$ cat src/rtl/diagonal_attackers.sv
// Sequential reverse lookup for diagonal sliders: walks the four diagonal rays out from a
// target square, one square per clock, and collects the enemy bishops/queens that see it.
module diagonal_attackers (
  input  logic        clk,
  input  logic        rst_n,
  input  logic        start,
  input  logic [63:0] occupied,
  input  logic [63:0] sliders,
  input  logic [2:0]  file,
  input  logic [2:0]  rank,
  output logic        busy,
  output logic        done,
  output logic [63:0] attackers,
  output logic [2:0]  attack_count
);

  typedef enum logic [1:0] {StIdle, StWalk, StDone} state_e;

  // Direction encoding: bit 0 set means file decreases, bit 1 set means rank decreases.
  localparam logic [1:0] DirNE = 2'd0;
  localparam logic [1:0] DirSW = 2'd3;

  state_e      state_q, state_d;
  logic [63:0] occ_q, occ_d;
  logic [63:0] sld_q, sld_d;
  logic [2:0]  tgt_file_q, tgt_file_d;
  logic [2:0]  tgt_rank_q, tgt_rank_d;
  logic [2:0]  cur_file_q, cur_file_d;
  logic [2:0]  cur_rank_q, cur_rank_d;
  logic [1:0]  dir_q, dir_d;
  logic [63:0] attackers_q, attackers_d;
  logic [2:0]  count_q, count_d;

  logic        file_dec, rank_dec;
  logic        off_board;
  logic [2:0]  next_file, next_rank;
  logic [5:0]  next_idx;

  always_comb begin
    file_dec  = dir_q[0];
    rank_dec  = dir_q[1];
    off_board = (file_dec ? (cur_file_q == 3'd0) : (cur_file_q == 3'd7)) ||
                (rank_dec ? (cur_rank_q == 3'd0) : (cur_rank_q == 3'd7));
    next_file = file_dec ? cur_file_q - 3'd1 : cur_file_q + 3'd1;
    next_rank = rank_dec ? cur_rank_q - 3'd1 : cur_rank_q + 3'd1;
    next_idx  = {next_rank, next_file};
  end

  always_comb begin
    state_d     = state_q;
    occ_d       = occ_q;
    sld_d       = sld_q;
    tgt_file_d  = tgt_file_q;
    tgt_rank_d  = tgt_rank_q;
    cur_file_d  = cur_file_q;
    cur_rank_d  = cur_rank_q;
    dir_d       = dir_q;
    attackers_d = attackers_q;
    count_d     = count_q;

    unique case (state_q)
      StIdle: begin
        if (start) begin
          occ_d       = occupied;
          sld_d       = sliders;
          tgt_file_d  = file;
          tgt_rank_d  = rank;
          cur_file_d  = file;
          cur_rank_d  = rank;
          dir_d       = DirNE;
          attackers_d = '0;
          count_d     = '0;
          state_d     = StWalk;
        end
      end
      StWalk: begin
        if (!off_board && !occ_q[next_idx]) begin
          cur_file_d = next_file;
          cur_rank_d = next_rank;
        end else begin
          // Ray ends here: either it left the board or hit the first occupied square.
          if (!off_board && sld_q[next_idx]) begin
            attackers_d[next_idx] = 1'b1;
            count_d               = count_q + 3'd1;
          end
          cur_file_d = tgt_file_q;
          cur_rank_d = tgt_rank_q;
          if (dir_q == DirSW) begin
            state_d = StDone;
          end else begin
            dir_d = dir_q + 2'd1;
          end
        end
      end
      StDone: begin
        state_d = StIdle;
      end
      default: begin
        state_d = StIdle;
      end
    endcase
  end

  always_ff @(posedge clk or negedge rst_n) begin
    if (!rst_n) begin
      state_q     <= StIdle;
      occ_q       <= '0;
      sld_q       <= '0;
      tgt_file_q  <= '0;
      tgt_rank_q  <= '0;
      cur_file_q  <= '0;
      cur_rank_q  <= '0;
      dir_q       <= '0;
      attackers_q <= '0;
      count_q     <= '0;
    end else begin
      state_q     <= state_d;
      occ_q       <= occ_d;
      sld_q       <= sld_d;
      tgt_file_q  <= tgt_file_d;
      tgt_rank_q  <= tgt_rank_d;
      cur_file_q  <= cur_file_d;
      cur_rank_q  <= cur_rank_d;
      dir_q       <= dir_d;
      attackers_q <= attackers_d;
      count_q     <= count_d;
    end
  end

  assign busy         = (state_q == StWalk);
  assign done         = (state_q == StDone);
  assign attackers    = attackers_q;
  assign attack_count = count_q;

endmodule

$ cat config.mk
export PLATFORM = sky130hd
export DESIGN_NAME = diagonal_attackers
export DESIGN_NICKNAME = d
export VERILOG_FILES = /design/src/rtl/diagonal_attackers.sv
export SDC_FILE = /design/constraint.sdc
export NUM_CORES = 1
export LEC_CHECK = 0
export CORE_ASPECT_RATIO = 1.1
export CORE_MARGIN = 4
export CORE_UTILIZATION = 55
export DETAILED_ROUTE_END_ITERATION = 8
export PLACE_DENSITY_LB_ADDON = 0.25
export SKIP_CTS_REPAIR_TIMING = 1
export SLEW_MARGIN = 10
export SYNTH_ARGS = -nofsm -noshare
export SYNTH_HDL_FRONTEND = slang
export SYNTH_SLANG_ARGS = --single-unit
$ cat constraint.sdc
create_clock -name clk -period 7.9 [get_ports clk]
set_input_delay 1.185 -clock clk [delete_from_list [all_inputs] [get_ports clk]]
set_output_delay 1.185 -clock clk [all_outputs]
set_load 0.01 [all_outputs]
==> qor.yml, run 1 <==
pwr-share-comb_pct: 53.1
setup_ws_ps: 3490
die_w_um: 133
core_area_um2: 17000
worstPathBufferInverterCount: 1
num_antenna_cells: 0
critPathArrivalTime_ps: 4790
cts_sinks: 211
whs_ps: 471
synth_top_area_share_pct: 55.6
clockRootBuffer: "clkbuf_16"
grt_usage_pct: 24.0
synth-seq-cells: 211
gp_congestion: 0.811
nFillCells: 1253
grt_pass1_wl_um: 38200
switchingPower_mw: 2.58
finalHoldViolCount: 0
drive_gt1_share_pct: 9.51
ff_latch_area_um2: 5280
period_minus_slack_ps: 4410
drtPass1Iterations: 6
reg2regPathDepth: 8
cp_common_cell: "mux4_2"
power_leakage_nw: 5.78
clockBufferDepth: 3
powerDensity_nw_per_um2: 496
cp-end-kind: "register"
layout.nets: 1265
multiInputGateArea_um2: 3930
synthTopCellsByArea: "dfrtp_1 (56%), nand2_1 (19%), mux4_2 (8.1%)"
worstMarginPinSlew_ps: 1250
drv_slew: 0
hold_path_class: "reg -> reg"
rrSetupSlack_ps: 3490
fin_crit_sh_pct: 55.9
path_depth: 8
status: "completed"
crit_family: "adder cells"
critPathKind: "reg -> reg"
p_clk_share_pct: 15.5
rsz0062_at_grt: "no"
drv_cap: 0
fp.dieH_um: 146
num_vias: 7469
regToRegEndpoint: "attackers[20]"
cts_tree: "done"
wirelength_um: 23600
critPathLaunch: "dir_q[0]"
relSlewSlack_pct: 16.7
grt_pass1_vias: 7496
avgViaCountPerCell: 5.45
ios: 206
insertion_delay_ps: 490
p_seq_share_pct: 31.5
yosys_warnings: 0
layout_common_cells: "nand2_1 (485), dfrtp_1 (210), clkdlybuf4s50_1 (204)"
areaGrowthSynthToFinish_pct: 29.2
synth_nets: 1094
ir_worst_vdd_v: 0.000381
wl_per_cell_um: 17.2
cp_slowest_cell: "fa_2"
grt-ovfl-total: 0
fin_skew_ps: 7.61
synth_top_area_cell: "dfrtp_1"
p_sw_share_pct: 42.4
worstReg2RegStart: "dir_q[0]"
cts-buffers-inserted: 21
synthDistinctLibCells: 44
final_common_cell: "nand2_1"
critPathCapture: "attackers[20]"
critical-path-max-stage-delay_ps: 1290
critPathLaunchType: "register"
avgSynthCellArea_um2: 9.97
finalSetupViolCount: 0
grt_max_degree: 124
io_buffers: 205
clkSlewWorstSetupHoldPaths_ps: 60
htree_levels: 1
cp_max_fo: 66
seq_area_frac_synth_pct: 55.6
fin_tns_setup_ps: 0
antenna_found_initial: 0
drc_errors: 0
cp.required_ps: 8280
preCtsSetupSlack_ps: 3530
drtAntennaViolNets: 0
num_rows: 50
intPower_mw: 3.51
synthCells: 953
dieArea_um2: 19400
max_freq_mhz: 227
syn-cell-area_um2: 9500
initial_core_util_pct: 55.8
path_cells: "fa_2 > mux4_2 > mux4_2 > mux2i_1 > o21ai_1 > nand3_2 > buf_4 > o31ai_1"
drtIter0Drc: 658
place_hpwl_um: 16100
## logic make-up (layout without fill, tap and decap cells)
logic type	count (synthesis)	count (layout)	share of synthesized area, %
AOI/OAI and AO/OA	81	81	7.19
xor gates and xnor gates	6	6	0.856
adders and majority gates	4	4	0.685
buffers and inverters	67	250	3.25
DFF	211	211	55.6
muxes	56	56	10.4
and+or+nand+nor	528	528	22.0
## cells in the mapped netlist (all sizes together)
| cell | number |
|---|---|
| a21oi | 5 |
| fa | 2 |
| or4 | 1 |
| mux2 | 3 |
| dfrtp | 211 |
| nor2b | 6 |
| inv | 2 |
| xnor2 | 4 |
| a31oi | 1 |
| or3 | 2 |
| clkinv | 1 |
| o31ai | 64 |
| and3 | 5 |
| nand4 | 1 |
| mux2i | 19 |
| nand2b | 1 |
| xnor3 | 2 |
| nor3 | 3 |
| o211ai | 3 |
| nand3 | 11 |
| nor4b | 1 |
| nor2 | 5 |
| a32oi | 1 |
| o22ai | 3 |
| a211oi | 1 |
| mux4 | 34 |
| nand2 | 487 |
| o21ai | 1 |
| clkbuf | 42 |
| or4b | 3 |
| buf | 22 |
| o211a | 1 |
| and2 | 1 |
| ha | 2 |
| o32ai | 1 |
| nand4b | 1 |
## per-layer routing
layer,vias to the layer above,routed length (um),track usage [%],part of all wire [%]
li1,3501,-,-,-
met5,-,0,0,0
met4,0,681,8.85,2.9
met1,3640,9830,32.5,42
met2,277,11600,40.0,49
met3,51,1440,3.60,6.1
## area by class of cell
class / instances / share of cell area (%)
clock buffer: 30 / 5.05
clock inverter: 5 / 0.224
inverter: 3 / 0.0918
multi-input combinational: 675 / 32.0
sequential: 211 / 43.1
tap: 234 / 2.39
timing repair buffer: 212 / 17.2
## through the flow
step	area, um^2	power [mW]	instances	util, %
after floorplan	9500	4.17	953	-
after global placement	11600	5.05	1335	68.3
after detailed placement	11600	5.15	1335	68.3
after CTS	12300	6.11	1370	72.1
after global routing	12300	6.50	1370	72.1
final	12300	6.09	1370	72.1
## worst register-to-register path: stages, from the launching register on
cell	delay (ps)
dfrtp_1	490
fa_2	1290
mux4_2	390
mux4_2	230
mux2i_1	70
o21ai_1	930
nand3_2	130
buf_4	420
o31ai_1	360
## how the worst min path moves through the flow
stage,from,end,slack [ps],cells past startpoint
finish,sld_q[27],sld_q[27],470,2
global route,sld_q[59],sld_q[59],480,2
CTS,sld_q[59],sld_q[59],470,2
detailed placement,sld_q[42],sld_q[42],460,2
global placement,sld_q[55],sld_q[55],450,2
floorplan,occ_q[11],occ_q[11],440,2
## power groups by stage
stage	combinational, mW	clock [mW]	sequential [mW]
floorplan	2.28	0	1.89
detailed placement	3.22	0	1.93
global placement	3.15	0	1.91
finish	3.23	0.942	1.92
CTS	3.24	0.956	1.91
global route	3.52	0.997	1.98
## state kept, by name, summed over array words and instances (netlist names)
signal / cells
occ_q: 64
cur_rank_q: 3
dir_q: 2
attackers: 64
state_q: 2
attack_count: 3
sld_q: 64
tgt_rank_q: 3
cur_file_q: 3
tgt_file_q: 3
Note: power is estimated with default switching activity, not from simulation.
==> inputs of run 2 (changes only) <==
- CORE_UTILIZATION: 55 -> 51
- clock period: 7.9 -> 4.6 ns (I/O delays scaled with it)
==> qor.yml, run 2 (synthesis gave the netlist of run 1 again) <==
layout_common_cells: "nand2_1 (485), dfrtp_1 (210), clkdlybuf4s50_1 (204)"
cp-end-kind: "register"
setup_ws_ps: 921  # -2570 ps
max_freq_mhz: 272  # +20%
dieArea_um2: 20900  # +7.4%
cts_sinks: 211  # unchanged
cts-buffers-inserted: 21  # unchanged
drc_errors: 0  # unchanged
whs_ps: 338  # -132 ps
fin_crit_sh_pct: 80.0  # +24 points
relSlewSlack_pct: 23.8  # +7.2 points
status: "completed"
drv_slew: 0  # unchanged
grt_max_degree: 120  # -3.2%
clockBufferDepth: 3  # unchanged
cp.required_ps: 5010  # -3270 ps
critPathArrivalTime_ps: 4090  # -700 ps
avgViaCountPerCell: 5.36  # -1.8%
ios: 206  # unchanged
critPathLaunchType: "register"
power_leakage_nw: 5.82  # +0.60%
drtAntennaViolNets: 0  # unchanged
regToRegEndpoint: "attack_count[1]"
worstReg2RegStart: "dir_q[0]"
grt_pass1_wl_um: 37800  # -1.1%
num_vias: 7396  # -0.98%
io_buffers: 205  # unchanged
dp.cells: 1348  # +0.97%
finalSetupViolCount: 0  # unchanged
num_antenna_cells: 0  # unchanged
rsz0062_at_grt: "no"
drv_cap: 0  # unchanged
die_w_um: 138  # +3.6%
drive_gt1_share_pct: 9.58  # +0.071 points
period_minus_slack_ps: 3680  # -733 ps
reg2regPathDepth: 8  # unchanged
gp_congestion: 0.786  # -3.0%
powerDensity_nw_per_um2: 863  # +74%
grt-ovfl-total: 0  # unchanged
preCtsSetupSlack_ps: 939  # -2590 ps
worstMarginPinSlew_ps: 1140  # -107 ps
core_area_um2: 18300  # +7.8%
num_rows: 52  # +4.0%
fp.dieH_um: 151  # +3.6%
multiInputGateArea_um2: 3930  # unchanged
ff_latch_area_um2: 5280  # unchanged
nFillCells: 1423  # +14%
wirelength_um: 23900  # +1.2%
cp_max_fo: 66  # unchanged
drtPass1Iterations: 5  # -1
htree_levels: 1  # unchanged
insertion_delay_ps: 490  # about the same
grt_usage_pct: 22.4  # -1.6 points
clockRootBuffer: "clkbuf_16"
place_hpwl_um: 16100  # +0.26%
finalHoldViolCount: 0  # unchanged
rrSetupSlack_ps: 920  # -2570 ps
ir_worst_vdd_v: 0.000634  # +67%
fin_tns_setup_ps: 0  # unchanged
areaGrowthSynthToFinish_pct: 30.1
initial_core_util_pct: 51.8  # -4.0 points
drtIter0Drc: 424  # -36%
wl_per_cell_um: 17.3  # +0.41%
critPathKind: "reg -> reg"
clkSlewWorstSetupHoldPaths_ps: 60  # about the same
final_cells: 1381  # +0.80%
final_common_cell: "nand2_1"
path_cells: "fa_2 > mux4_2 > mux4_2 > mux2i_1 > o21ai_1 > nand3_2 > buf_12 > mux2i_1"
fin_skew_ps: 6.40  # -1.20 ps
cts_tree: "done"
grt_pass1_vias: 7293  # -2.7%
layout.nets: 1269  # +0.32%
cp_slowest_cell: "fa_2"
critical-path-max-stage-delay_ps: 1110  # -180 ps
antenna_found_initial: 0  # unchanged
hold_path_class: "in -> async"
-- run 2: cell count changes in the layout (fill, tap and decap cells not counted), sizes merged --
cell	change
bufinv	+3
clkinv	-1
buf	+4
clkbuf	-4
-- run 2: how the worst max path moves through the flow --
stage	from	to	slack (ps)	depth (start not counted)
2_1_floorplan	cur_file_q[0]	attackers[6]	1550	11
5_1_grt	dir_q[0]	attackers[58]	670	9
6_report	dir_q[0]	attack_count[1]	920	8
3_5_place_dp	dir_q[0]	attack_count[1]	940	8
3_3_place_gp	dir_q[0]	attack_count[1]	1000	8
4_1_cts	dir_q[0]	attack_count[1]	940	8
-- run 2: metrics by stage --
stage,total power [mW],utilization [%],area (um^2)
final,10.7,67.3,12400
after global routing,11.4,67.3,12400
after CTS,10.7,67.3,12400
after detailed placement,8.95,63.7,11700
after global placement,8.81,63.7,11700
after floorplan,7.16,-,9500
-- run 2: worst max-delay path: cells and delay by family (launching register included) --
family,cells,cell delay [ps]
multiplexers,4,1320
buffers and inverters,1,310
AO/OA/AOI/OAI,1,200
adder cells (fa/ha/maj),1,1110
AND/OR/NAND/NOR,1,150
flip-flops,1,490
-- run 2: layout make-up --
class / instances / area share (%)
Sequential cell: 211 / 42.8
Multi-Input combinational cell: 675 / 31.8
Timing Repair Buffer: 216 / 17.5
Clock buffer: 26 / 4.49
Tap cell: 243 / 2.46
Clock inverter: 7 / 0.912
Inverter: 3 / 0.0912
-- run 2: report_power, final --
group,leakage [nW],switching (mW),internal [mW]
clock,0.325,0.681,1.02
sequential,2.70,0.556,2.73
combinational,2.79,3.22,2.45
total,5.82,4.46,6.20
-- run 2: layer usage --
layer / up-vias / track usage, % / share of wire [%]
met5: - / 0 / 0
met4: 0 / 5.93 / 2.0
met3: 36 / 3.60 / 5.9
met2: 243 / 38.8 / 51
met1: 3608 / 29.9 / 41
li1: 3509 / - / -
==> inputs of run 3 (changes only) <==
- CORE_UTILIZATION: 51 -> 46
- clock period: 4.6 -> 3 ns (I/O delays scaled with it)
==> qor.yml, run 3 (synthesis gave the netlist of run 1 again) <==
pwr-share-comb_pct: 59.9  # +6.7 points
grt_pass1_vias: 7470  # +2.4%
drive_gt1_share_pct: 15.2  # +5.6 points
dp.cells: 1383  # +2.6%
fin_skew_ps: 16.8  # +10.4 ps
worstReg2RegStart: "dir_q[0]"
hold_path_end: "occ_q[59]"
wirelength_um: 25900  # +8.2%
ir_worst_vdd_v: 0.000901  # +42%
relSlewSlack_pct: 50.4  # +27 points
min_from: "occ_q[59]"
critPathLaunchType: "register"
place_hpwl_um: 17400  # +7.8%
utilization_pct: 65.0  # -2.4 points
powerDensity_nw_per_um2: 1450  # +68%
fp.dieH_um: 159  # +5.0%
cts_tree: "done"
hold_path_class: "reg -> reg"
drtAntennaViolNets: 0  # unchanged
switchingPower_mw: 7.98  # +79%
drtPass1Iterations: 5  # unchanged
rsz0062_at_grt: "yes"
cp.required_ps: 3390  # -1620 ps
fin_area_um2: 13000  # +5.6%
power.total_mw: 18.8  # +77%
clkSlewWorstSetupHoldPaths_ps: 60  # about the same
worstMarginPinSlew_ps: 743  # -399 ps
rrSetupSlack_ps: -190  # -1110 ps
power_leakage_nw: 6.12  # +5.2%
final_common_cell: "nand2_1"
antenna_found_initial: 0  # unchanged
reg2regPathDepth: 10  # +2
fin_crit_sh_pct: 106  # +26 points
max_freq_mhz: 314  # +15%
regToRegEndpoint: "attackers[15]"
areaGrowthSynthToFinish_pct: 37.3
clockRootBuffer: "clkbuf_16"
drtIter0Drc: 595  # +40%
drc_errors: 0  # unchanged
period_minus_slack_ps: 3190  # -491 ps
final_cells: 1432  # +3.7%
p_sw_share_pct: 42.3  # +0.46 points
grt_pass1_wl_um: 39700  # +5.0%
whs_path_depth: 2
wl_per_cell_um: 18.1  # +4.4%
cp-end-kind: "register"
intPower_mw: 10.9  # +76%
core_area_um2: 20100  # +9.4%
cts-buffers-inserted: 22  # +4.8%
io_buffers: 205  # unchanged
p_seq_share_pct: 26.7  # -4.1 points
layout.nets: 1309  # +3.2%
grt-ovfl-total: 0  # unchanged
dieArea_um2: 23000  # +10%
ios: 206  # unchanged
num_antenna_cells: 0  # unchanged
drv_slew: 0  # unchanged
critPathArrivalTime_ps: 3570  # -520 ps
critPathKind: "reg -> reg"
grt_usage_pct: 20.8  # -1.6 points
htree_levels: 1  # unchanged
status: "complete, but fails checks"
num_rows: 54  # +3.8%
finalSetupViolCount: 66  # +66
finalHoldViolCount: 0  # unchanged
violations: "negative setup slack"
grt_max_degree: 73  # -39%
layout_common_cells: "nand2_1 (485), dfrtp_1 (210), clkdlybuf4s50_1 (204)"
setup_ws_ps: -188  # -1110 ps
die_w_um: 145  # +5.0%
gp_congestion: 0.791  # +0.65%
clockBufferDepth: 3  # unchanged
avgViaCountPerCell: 5.29  # -1.3%
p_clk_share_pct: 13.4  # -2.5 points
cts_sinks: 211  # unchanged
insertion_delay_ps: 510  # +20 ps
num_vias: 7572  # +2.4%
initial_core_util_pct: 47.3  # -4.4 points
cp_max_fo: 8  # -88%
preCtsSetupSlack_ps: -101  # -1040 ps
drv_cap: 0  # unchanged
place_area_um2: 12000  # +2.3%
## run 3: changes by cell type in the layout (fill, tap and decap cells not counted), sizes merged
cell and change:
clkbuf +12, buf +35, bufinv -3, clkinvlp -1, dlygate4sd3 +1, clkinv -2
## run 3: layout make-up
class                   count  area [um^2]
clock buffers              35          641
clock inverters             1         5.00
fillers                  1552         7030
inverters                   3         11.3
multi-input cells         675         4160
flip-flops and latches    211         5280
well taps                 252          315
repair buffers            255         2620
## run 3: power groups by stage
stage / combinational (mW) / clock (mW) / sequential, mW
2_1_floorplan: 6.01 / 0 / 4.97
3_3_place_gp: 9.14 / 0 / 5.00
3_5_place_dp: 9.34 / 0 / 5.04
4_1_cts: 9.39 / 2.56 / 5.01
5_1_grt: 12.1 / 2.69 / 5.16
6_report: 11.3 / 2.52 / 5.03
## run 3: routing by layer
metal  vias up  GRT usage (%)  wire length [um]
met1      3677           28.8             10600
li1       3592              -                 -
met4         0           4.02               356
met3        30           2.96              1550
met5         -              0                 0
met2       273           35.7             13300
## run 3: worst max-delay path by stage
stage / from / to / slack, ps / depth (start not counted)
after floorplan: cur_file_q[0] / attack_count[0] / 130 / 11
after global placement: cur_file_q[0] / attackers[50] / -30 / 9
after detailed placement: cur_file_q[0] / attackers[41] / -100 / 10
after CTS: cur_file_q[0] / attackers[15] / -150 / 10
after global routing: dir_q[0] / attackers[54] / -290 / 10
final: dir_q[0] / attackers[15] / -190 / 10
## run 3: critical path, cell delays in order (launching register included)
cell,delay (ps)
dfrtp_1,400
fa_2,650
buf_8,140
buf_6,120
mux4_2,180
a211oi_1,70
or4_4,500
nor3_4,250
nand3_4,240
clkbuf_16,260
o31ai_2,240
## run 3: stage by stage
| stage | hold slack (ps) | TNS [ps] |
|---|---|---|
| 6_report | 468 | -8830 |
| 2_1_floorplan | 154 | 0 |
| 5_1_grt | 471 | -16370 |
| 4_1_cts | -31.9 | -3970 |
| 3_5_place_dp | 458 | -3830 |
| 3_3_place_gp | 453 | -1080 |
